[src/rtl/mode_ctrl_pkg.sv]
// Shared definitions for the mode sequencer: state encodings,
// mode width and the modulo-4 advance helper.
package mode_ctrl_pkg;

    localparam int MODE_W    = 2;
    localparam int NUM_MODES = 4;

    localparam logic [MODE_W-1:0] MODE_ONE = MODE_W'(1);
    localparam logic [MODE_W-1:0] MODE_MAX = MODE_W'(NUM_MODES - 1);

    typedef enum logic [1:0] {
        ST_IDLE   = 2'b00,
        ST_RUN    = 2'b01,
        ST_PAUSED = 2'b10,
        ST_BAD    = 2'b11
    } state_e;

    // Modulo-NUM_MODES step; natural 2-bit wrap does the work.
    function automatic logic [MODE_W-1:0] next_mode(
        input logic [MODE_W-1:0] m,
        input logic              up
    );
        return up ? m + MODE_ONE : m - MODE_ONE;
    endfunction

    // True when this advance crosses the 3<->0 boundary.
    function automatic logic is_wrap(
        input logic [MODE_W-1:0] m,
        input logic              up
    );
        return up ? (m == MODE_MAX) : (m == '0);
    endfunction

endpackage

[src/rtl/dwell_timer.sv]
// Dwell down-counter: clear > reload > decrement; holds when not told.
// Ports: clk, rst (async active-low), clear, reload, dec, reload_val, count, expired.
module dwell_timer #(
    parameter int DWELL_W = 8
) (
    input  logic               clk,
    input  logic               rst,
    input  logic               clear,
    input  logic               reload,
    input  logic               dec,
    input  logic [DWELL_W-1:0] reload_val,
    output logic [DWELL_W-1:0] count,
    output logic               expired
);

    logic [DWELL_W-1:0] cnt_q;

    always_ff @(posedge clk or negedge rst) begin
        if (!rst) begin
            cnt_q <= '0;
        end else if (clear) begin
            cnt_q <= '0;
        end else if (reload) begin
            cnt_q <= reload_val;
        end else if (dec && (cnt_q != '0)) begin
            cnt_q <= cnt_q - DWELL_W'(1);
        end
    end

    assign count   = cnt_q;
    assign expired = (cnt_q == '0);

endmodule

[src/rtl/mode_sequencer_ctrl.sv]
// Mode sequencer: FSM, mode counter, step handshake and pulse outputs.
// Ports: clk, rst (async active-low), start, stop, pause, dir, dwell,
//   load, load_val, step_req -> step_ack, mode, mode_oh, mode_chg, wrap, busy.
module mode_sequencer_ctrl
    import mode_ctrl_pkg::*;
#(
    parameter int DWELL_W = 8
) (
    input  logic               clk,
    input  logic               rst,
    input  logic               start,
    input  logic               stop,
    input  logic               pause,
    input  logic               dir,
    input  logic [DWELL_W-1:0] dwell,
    input  logic               load,
    input  logic [1:0]         load_val,
    input  logic               step_req,
    output logic               step_ack,
    output logic [1:0]         mode,
    output logic [3:0]         mode_oh,
    output logic               mode_chg,
    output logic               wrap,
    output logic               busy
);

    state_e            state_q, state_d;
    logic [MODE_W-1:0] mode_q, mode_d;
    logic              ack_q, ack_d;
    logic              chg_q, chg_d;
    logic              wrap_q, wrap_d;

    logic               t_clear, t_reload, t_dec;
    logic               t_exp;
    logic [DWELL_W-1:0] t_count;
    logic               step_acc;
    logic               adv;

    dwell_timer #(
        .DWELL_W(DWELL_W)
    ) u_timer (
        .clk       (clk),
        .rst       (rst),
        .clear     (t_clear),
        .reload    (t_reload),
        .dec       (t_dec),
        .reload_val(dwell),
        .count     (t_count),
        .expired   (t_exp)
    );

    // A new request is only taken while the previous ack has dropped.
    assign step_acc = step_req & ~ack_q;

    always_ff @(posedge clk or negedge rst) begin
        if (!rst) begin
            state_q <= ST_IDLE;
            mode_q  <= '0;
            ack_q   <= 1'b0;
            chg_q   <= 1'b0;
            wrap_q  <= 1'b0;
        end else begin
            state_q <= state_d;
            mode_q  <= mode_d;
            ack_q   <= ack_d;
            chg_q   <= chg_d;
            wrap_q  <= wrap_d;
        end
    end

    always_comb begin
        state_d  = state_q;
        mode_d   = mode_q;
        chg_d    = 1'b0;
        wrap_d   = 1'b0;
        t_clear  = 1'b0;
        t_reload = 1'b0;
        t_dec    = 1'b0;
        adv      = 1'b0;
        // Ack holds while req is high, drops the cycle after req falls.
        ack_d    = step_req & ack_q;

        if (stop) begin
            state_d = ST_IDLE;
            t_clear = 1'b1;
        end else if (load) begin
            mode_d   = load_val;
            t_reload = 1'b1;
            chg_d    = 1'b1;
        end else if (step_acc) begin
            adv   = 1'b1;
            ack_d = 1'b1;
        end else if ((state_q == ST_RUN) && t_exp) begin
            adv = 1'b1;
        end else begin
            unique case (state_q)
                ST_IDLE: begin
                    if (start) begin
                        state_d  = ST_RUN;
                        t_reload = 1'b1;
                    end
                end
                ST_RUN: begin
                    if (pause) begin
                        state_d = ST_PAUSED;
                    end else begin
                        t_dec = 1'b1;
                    end
                end
                ST_PAUSED: begin
                    if (!pause) begin
                        state_d = ST_RUN;
                    end
                end
                default: begin
                    state_d = ST_IDLE;
                end
            endcase
        end

        if (adv) begin
            mode_d   = next_mode(mode_q, dir);
            wrap_d   = is_wrap(mode_q, dir);
            chg_d    = 1'b1;
            t_reload = 1'b1;
        end

        // The unused encoding always recovers to IDLE.
        if (state_q == ST_BAD) begin
            state_d = ST_IDLE;
        end
    end

    assign step_ack = ack_q;
    assign mode     = mode_q;
    assign mode_oh  = NUM_MODES'(1) << mode_q;
    assign mode_chg = chg_q;
    assign wrap     = wrap_q;
    assign busy     = (state_q != ST_IDLE);

endmodule
[config.mk]
export PLATFORM = sky130hd
export DESIGN_NAME = mode_sequencer_ctrl
export DESIGN_NICKNAME = d
export VERILOG_FILES = /design/src/rtl/mode_ctrl_pkg.sv /design/src/rtl/dwell_timer.sv /design/src/rtl/mode_sequencer_ctrl.sv
export SDC_FILE = /design/constraint.sdc
export NUM_CORES = 1
export LEC_CHECK = 0
export CORE_ASPECT_RATIO = 0.75
export CORE_UTILIZATION = 50
export CTS_CLUSTER_SIZE = 10
export DETAILED_ROUTE_END_ITERATION = 10
export PLACE_DENSITY_LB_ADDON = 0.3
export SLEW_MARGIN = 10
export SYNTH_ARGS = -nofsm -noshare
export SYNTH_HDL_FRONTEND = slang
export SYNTH_SLANG_ARGS = --single-unit
[constraint.sdc]
create_clock -name clk -period 3.6 [get_ports clk]
set_input_delay 0.72 -clock clk [delete_from_list [all_inputs] [get_ports clk]]
set_output_delay 0.72 -clock clk [all_outputs]
set_load 0.03 [all_outputs]
Word-level counts from Yosys, hierarchy flattened
Cells that the tools add are included.
{"block": "word_totals", "regBits": 15, "output_inout_bits": 10, "wordCells": 77}
{"block": "op_classes", "n_addsub": 3, "eq_ne": 11, "shifts": 1, "n_mux": 42, "bitwise_logic": 3, "n_reduce_logical": 11}
{"operator": "2-to-1 mux 1 bit", "count": 26}
{"operator": "2-to-1 mux 2 bit", "count": 12}
{"operator": "2-to-1 mux 8 bit", "count": 3}
{"operator": "inequality test 3 x 2 -> 1 bit (second input constant)", "count": 3}
{"operator": "zero test 8 bit", "count": 1}
{"operator": "inequality test 4 bit (second input constant)", "count": 2}
{"operator": "nonzero test 8 bit", "count": 1}
{"operator": "subtractor 8 x 1 -> 8 bit (second input constant)", "count": 1}
{"operator": "== test 2 bit (second input constant)", "count": 3}
{"operator": "one-hot mux 2 bit (3 select lines)", "count": 1}
{"operator": "AND reduction 6 bit", "count": 1}
{"operator": "zero test 2 bit", "count": 2}
{"operator": "inequality test 4 x 3 -> 1 bit (second input constant)", "count": 1}
{"operator": "nonzero test 2 bit", "count": 2}
{"operator": "<< shifter 1 x 2 -> 4 bit (first input constant)", "count": 1}
{"operator": "nonzero test 3 bit", "count": 1}
{"operator": "adder 2 x 1 -> 2 bit (second input constant)", "count": 1}
{"operator": "bitwise AND 1 bit", "count": 2}
{"operator": "== test 2 x 1 -> 1 bit (second input constant)", "count": 1}
{"operator": "logical AND 1 bit", "count": 2}
{"operator": "inequality test 2 x 1 -> 1 bit (second input constant)", "count": 1}
{"operator": "AND reduction 2 bit", "count": 1}
{"operator": "subtractor 2 x 1 -> 2 bit (second input constant)", "count": 1}
{"operator": "NOT 1 bit", "count": 1}

Longest topological paths before layout
Gate-level depths: netlist of the first run.
{"block": "depth", "word_depth": 10, "mapped_depth": 8, "mapped_depth_nobuf": 7}

Hierarchy
From an unflattened synthesis of the first run, not the netlist that was laid out.
{"block": "unflattened", "hier_cells": 114, "area_unflattened_um2": 1036.0}
{"module": "dwell_timer", "n_inst": 1, "cells_per_inst": 61, "area_per_inst_um2": 555.5}
{"module": "mode_sequencer_ctrl", "n_inst": 1, "cells_per_inst": 53, "area_per_inst_um2": 480.5}

Worst setup path after synthesis of the first run
OpenSTA, ideal clock, no wires.
{"block": "synth_path", "kind": "register to output", "start": "register mode_q[0] (netlist: mode[0])", "end": "output mode_oh[1]", "t_arrival_ps": 1190, "t_required_ps": 2880, "setup_slack_ps": 1690, "path_stages_with_launch": 3, "path_cell_list": "dfrtp_1 -> buf_2 -> nor2b_1"}
{"block": "synth_via", "elab_chain_cells": 1}
{"element": "from (decl)", "line_no": "mode_sequencer_ctrl.sv:28", "rtl": "logic [MODE_W-1:0] mode_q, mode_d;"}
{"element": "from (signal assigned)", "line_no": "mode_sequencer_ctrl.sv:64", "rtl": "mode_q <= mode_d;"}
{"element": "<< shifter 1 x 2 -> 4 bit", "line_no": "mode_sequencer_ctrl.sv:136", "rtl": "assign mode_oh = NUM_MODES'(1) << mode_q;"}
{"element": "to (decl)", "line_no": "mode_sequencer_ctrl.sv:21", "rtl": "output logic [3:0] mode_oh,"}
Every way passes these cells.

Worst setup path in the final report of the first run
Same ends and word-level chain as after synthesis.

==> results.md, run 1 <==
* Status: complete, no violations
* Nets at 157
* DP HPWL at 1670 µm
* Mux share of post-synthesis cell area at 3.13%
* Initial DRC count at 22
* Synth top area share at 37.5%
* Root Buffer: clkbuf_4
* Starting Density at 55.4%
* Mapped Avg Cell Area at 9.17 µm²
* Area growth syn-to-layout at 30.0%
* Ys async rst share at 100%
* Met1 usage at 31.5%
* Setup TNS at 0 ns
* Compound-gate portion of the synthesized area at 18.8%
* Synth cell types at 41
* Cells after Synth at 109
* PD cells at 362 nW/µm²
* Synth Area in Simple Gates at 28.4%
* Die area at 2180 µm²
* Clk_lat worst skew at 0.29 ns
* Leakage at 0.515 nW
* CTS Buf Count at 3
* TritonCTS clock tree: done
* Number of synthesized register bits at 15
* Clock tree buffer depth at 2
* # rows at 13
* Worst-case register-to-register setup slack at 1.59 ns
* Final Max Tran Viols at 0
* Largest net degree at the start of global routing at 17
* ANT cells at 0
* Die Y at 40.7 µm
* WHS at 0.557 ns
* CP max stage cell: clkdlybuf4s50_1
* Die width at 53.6 µm
* Synth area leaders: dfrtp_1, nor2_1, a211oi_1
* Top cells by count, synth: nor2_1, dfrtp_1, a21oi_1, nand2_1, a211oi_1
* DRT antenna net count at 0
* Input/output buffers at 27
* Filler instances at 150
* CTS clk-pin slew, worst paths at 0.09 ns
* Final Setup Violations at 0
* Total routed wirelength at 2240 µm
* Top Ports at 28
* Tcrit/Tclk final at 68.1%
* Minimum clock period at 2.45 ns
* Total of max-cap violations at 0
* Post-synthesis sequential area ratio at 37.5%
* Ys flop type: dfrtp_1
* Critical path data required time at 2.88 ns
* Setup Buffers After CTS at 0
* Setup clock skew after layout at 0.00114 ns
* Final Cell Area at 1300 µm²
* Largest area contributor in the netlist: dfrtp_1
* Share of layout cells above drive strength 1 at 9.56%
* Final hold vios at 0
* Vias at 899
* GR Util met3 at 8.15%
* Crit Path Max Fanout at 9
* Post-DP Area at 1270 µm²
* Vias/cell at 5.69
* Post-CTS Resized at 0
* All-layer global routing usage at 23.1%
* RSZ-0062 raised after global routing: no
* Global-route met2 utilization at 35.3%
* CTS Sinks at 15
* Fmax at 408 MHz
* Total design power at 0.471 mW
* Post-synth EDFFs at 0
* Worst hold path class: flip-flop to flip-flop
* GRT overflow at 0
* CP Cell Sequence: nor2b_1 > clkdlybuf4s50_1
* Residual DRC count at 0
* H-tree depth at 1
* Crit path max-delay family: buffers and inverters
* Arr. time, crit path at 1.73 ns
* XOR/XNOR Fraction of Synth Area at 5.26%
* Area of the mapped netlist at 1000 µm²
* Critical Path End Type: output port
* Gr busiest metal: met2
* DR WL/cell at 14.1 µm
* Crit path largest cell delay at 0.71 ns
* Worst slew margin relative to its limit at 53.4%
* Synthesis warning total at 0
* Largest family of logic cells by synthesized area: simple AND/OR/NAND/NOR gates
* DRT Pass-1 Iters at 4
* Core Area at 1810 µm²
* Synth Net Count at 129
* Adder-Cell Fraction of Synth Area at 2.50%
* Core Util, Final at 72.0%
* Tightest Pin Transition at 0.696 ns
* First-pass GRT wire length at 3380 µm
* Maximum VDD drop at 0.000238 V
* Most common cell in the netlist: nor2_1
* Placer Congestion at 0.845
* Hold buffers post-CTS at 0
* CP Launch Type: flip-flop
* Initial antenna violation count at 0
* Setup CP Type: flip-flop to output port
* Vias in the first global route at 721
* CP bufs+invs at 1
==> path summary, 6_finish.rpt <==
kind	start	to	cells after the start
setup / recovery	mode[0]	mode_oh[1]	2
max in group asynchronous	rst	mode[0]	1
hold / removal	step_ack	step_ack	1
min in group asynchronous	rst	u_timer.count[2]	1
setup reg to reg	u_timer.count[0]	mode[0]	7
hold reg to reg	step_ack	step_ack	1
==> stage by stage <==
stage                     instances  setup slack (ns)
after floorplan                 109              1.69
after CTS                       158              1.16
after detailed placement        154              1.01
after global routing            158              1.12
final                           158              1.15
after global placement          154              1.09
==> cell usage in the layout, fill, tap and decap left out, types with 3 or more instances in the layout <==
master           netlist  final
nor3_1                 3      3
dfrtp_1               15     15
nor2_1                16     16
xor2_1                 4      4
clkbuf_4               0      3
nand2_1                7      7
a211oi_1               6      6
a21oi_1                7      7
clkdlybuf4s50_1        0     27
inv_1                  5      5
nand3_1                3      3
nor2b_1                3      3
==> area by class of cell <==
| cell class | count | area [µm²] | share of cell area, % |
|---|---|---|---|
| inverters | 5 | 18.8 | 1.44 |
| flip-flops and latches | 15 | 375 | 28.9 |
| clock buffers | 3 | 22.5 | 1.73 |
| well taps | 22 | 27.5 | 2.12 |
| clock inverters | 1 | 5.00 | 0.385 |
| multi-input cells | 85 | 581 | 44.7 |
| repair buffers | 27 | 270 | 20.8 |
==> power by group <==
part           switching (mW)  internal [mW]  total (mW)
registers              0.0221          0.182       0.205
clock network          0.0577         0.0413      0.0990
logic                  0.0901         0.0775       0.168
==> routing by layer <==
metal / share of wire, % / routed length, µm
met5: 0 / 0
met4: 0.45 / 10
met3: 4.5 / 101
met2: 44 / 988
met1: 51 / 1140
==> state kept, by name, indices dropped and copies added, names as in the netlist <==
name,flops
mode,2
mode_chg,1
wrap,1
u_timer.count,8
step_ack,1
state_q,2
==> logic make-up (layout without fill, tap and decap cells) <==
| logic type | Yosys count | count (layout) |
|---|---|---|
| AND/OR/NAND/NOR | 48 | 48 |
| AO/OA/AOI/OAI | 26 | 26 |
| flip-flops | 15 | 15 |
| buffers and inverters | 9 | 36 |
| XOR/XNOR | 6 | 6 |
| multiplexers | 3 | 3 |
| adder cells (fa/ha/maj) | 2 | 2 |
No activity file was read; power rests on OpenSTA's default activity.
==> run 2, diff against run 1 <==
--- a/config.mk
+++ b/config.mk
@@ -6,7 +6,7 @@
 export NUM_CORES = 1
 export LEC_CHECK = 0
 export CORE_ASPECT_RATIO = 0.75
-export CORE_UTILIZATION = 50
+export CORE_UTILIZATION = 47
 export CTS_CLUSTER_SIZE = 10
 export DETAILED_ROUTE_END_ITERATION = 10
 export PLACE_DENSITY_LB_ADDON = 0.3
==> constraint.sdc (replaced) <==
create_clock -name clk -period 2.6 [get_ports clk]
set_input_delay 0.52 -clock clk [delete_from_list [all_inputs] [get_ports clk]]
set_output_delay 0.52 -clock clk [all_outputs]
set_load 0.03 [all_outputs]
==> run 2 against run 1 <==
Effect of this change:
- die area up 6.1%
- utilization down 6.5 points
- register-to-register slack worse by 0.96 ns
- global-route usage down 0.64 points
- critical endpoint is now mode_oh[3]
==> results.md, run 2 (synthesis gave the netlist of run 1 again) <==
* Status: complete, no violations
* Die Y at 41.9 µm
* Share of layout cells above drive strength 1 at 9.49%
* CP max stage cell: clkdlybuf4s50_1
* First-pass GRT wire length at 3990 µm
* Filler instances at 167
* Arr. time, crit path at 1.68 ns
* DP HPWL at 1740 µm
* Global-route met2 utilization at 31.1%
* DRT antenna net count at 0
* Core Area at 2000 µm²
* PD cells at 498 nW/µm²
* Total of max-cap violations at 0
* Crit path largest cell delay at 0.68 ns
* CP Cell Sequence: and2_1 > clkdlybuf4s50_1
* DRT Pass-1 Iters at 5
* Maximum VDD drop at 0.000369 V
* Largest net degree at the start of global routing at 16
* Worst hold path class: flip-flop to flip-flop
* Setup clock skew after layout at 0.00605 ns
* Met1 usage at 34.1%
* Critical Path End Type: output port
* Minimum clock period at 2.20 ns
* Nets at 158
* Hold buffers post-CTS at 0
* CTS clk-pin slew, worst paths at 0.09 ns
* Tightest Pin Transition at 0.671 ns
* Total design power at 0.652 mW
* Critical path data required time at 2.08 ns
* Clk_lat worst skew at 0.29 ns
* GRT overflow at 0
* Clock tree buffer depth at 2
* Starting Density at 50.1%
* CTS Buf Count at 3
* RSZ-0062 raised after global routing: no
* # rows at 14
* Area growth syn-to-layout at 30.9%
* CP Launch Type: flip-flop
* Gr busiest metal: met1
* Most frequent cells in the layout: clkdlybuf4s50_1, nor2_1, dfrtp_1, nand2_1, a21oi_1
* WHS at 0.562 ns
* Initial DRC count at 26
* Crit Path Max Fanout at 9
* Total routed wirelength at 2330 µm
* Die area at 2320 µm²
* Placer Congestion at 0.846
* Post-DP Area at 1280 µm²
* Setup Buffers After CTS at 0
* Input/output buffers at 27
* Die width at 55.3 µm
* Final Cell Area at 1310 µm²
* H-tree depth at 1
* Vias in the first global route at 812
* Final hold vios at 0
* DR WL/cell at 14.5 µm
* ANT cells at 0
* Commonest non-fill, non-tap cell in the layout: clkdlybuf4s50_1
* TritonCTS clock tree: done
* Max reg flops at 8
* GR Util met3 at 7.17%
* Post-CTS Resized at 0
* Initial antenna violation count at 0
* Final Max Tran Viols at 0
* Worst slew margin relative to its limit at 55.1%
* Leakage at 0.517 nW
* Root Buffer: clkbuf_4
* Fmax at 454 MHz
* Tcrit/Tclk final at 84.6%
* Residual DRC count at 0
* Vias at 910
* All-layer global routing usage at 22.4%
* Final Setup Violations at 0
* CTS Sinks at 15
* Setup CP Type: flip-flop to output port
* Vias/cell at 5.65
* Top Ports at 28
* Setup TNS at 0 ns
[run 2: cell type report]
type                    instances  area [µm²]  share of cell area, %
repair buffers                 28         278                   21.2
inverters                       5        18.8                   1.43
clock buffers                   4        26.3                   2.01
well taps                      24        30.0                   2.29
multi-input cells              85         581                   44.4
flip-flops and latches         15         375                   28.7
[run 2: report_power, final]
| part | leakage (nW) | internal [mW] | switching [mW] | total [mW] |
|---|---|---|---|---|
| sequential | 0.193 | 0.253 | 0.0311 | 0.284 |
| combinational | 0.309 | 0.108 | 0.126 | 0.234 |
| clock | 0.0150 | 0.0597 | 0.0744 | 0.134 |
| total | 0.517 | 0.420 | 0.231 | 0.652 |
[run 2: path summary, 6_finish.rpt]
kind / start / end / slack [ns] / depth (start not counted)
max: mode[0] / mode_oh[3] / 0.40 / 2
min: step_ack / step_ack / 0.56 / 1
max reg2reg: u_timer.count[0] / mode[0] / 0.63 / 7
min reg2reg: step_ack / step_ack / 0.56 / 1
max in group asynchronous: rst / u_timer.count[7] / 1.53 / 1
min in group asynchronous: rst / state_q[1] / 0.63 / 1
[run 2: metrics by stage]
stage	instances	utilization [%]	worst slack, ns
after floorplan	109	-	0.888
after detailed placement	157	64.2	0.343
final	161	65.5	0.399
after CTS	161	65.5	0.404
after global routing	161	65.5	0.345
after global placement	157	64.2	0.391
[run 2: routing by layer]
layer  wire length, µm  up-vias
met5                 0        -
met4                 4        0
met3               156        2
met2              1000       37
met1              1160      417
li1                  -      454
[run 2: worst max-delay path, delay by kind of cell, from the launching register on]
kind | cells | cell delay (ns)
buffers and inverters | 1 | 0.68
flip-flops | 1 | 0.51
AND/OR/NAND/NOR | 1 | 0.21
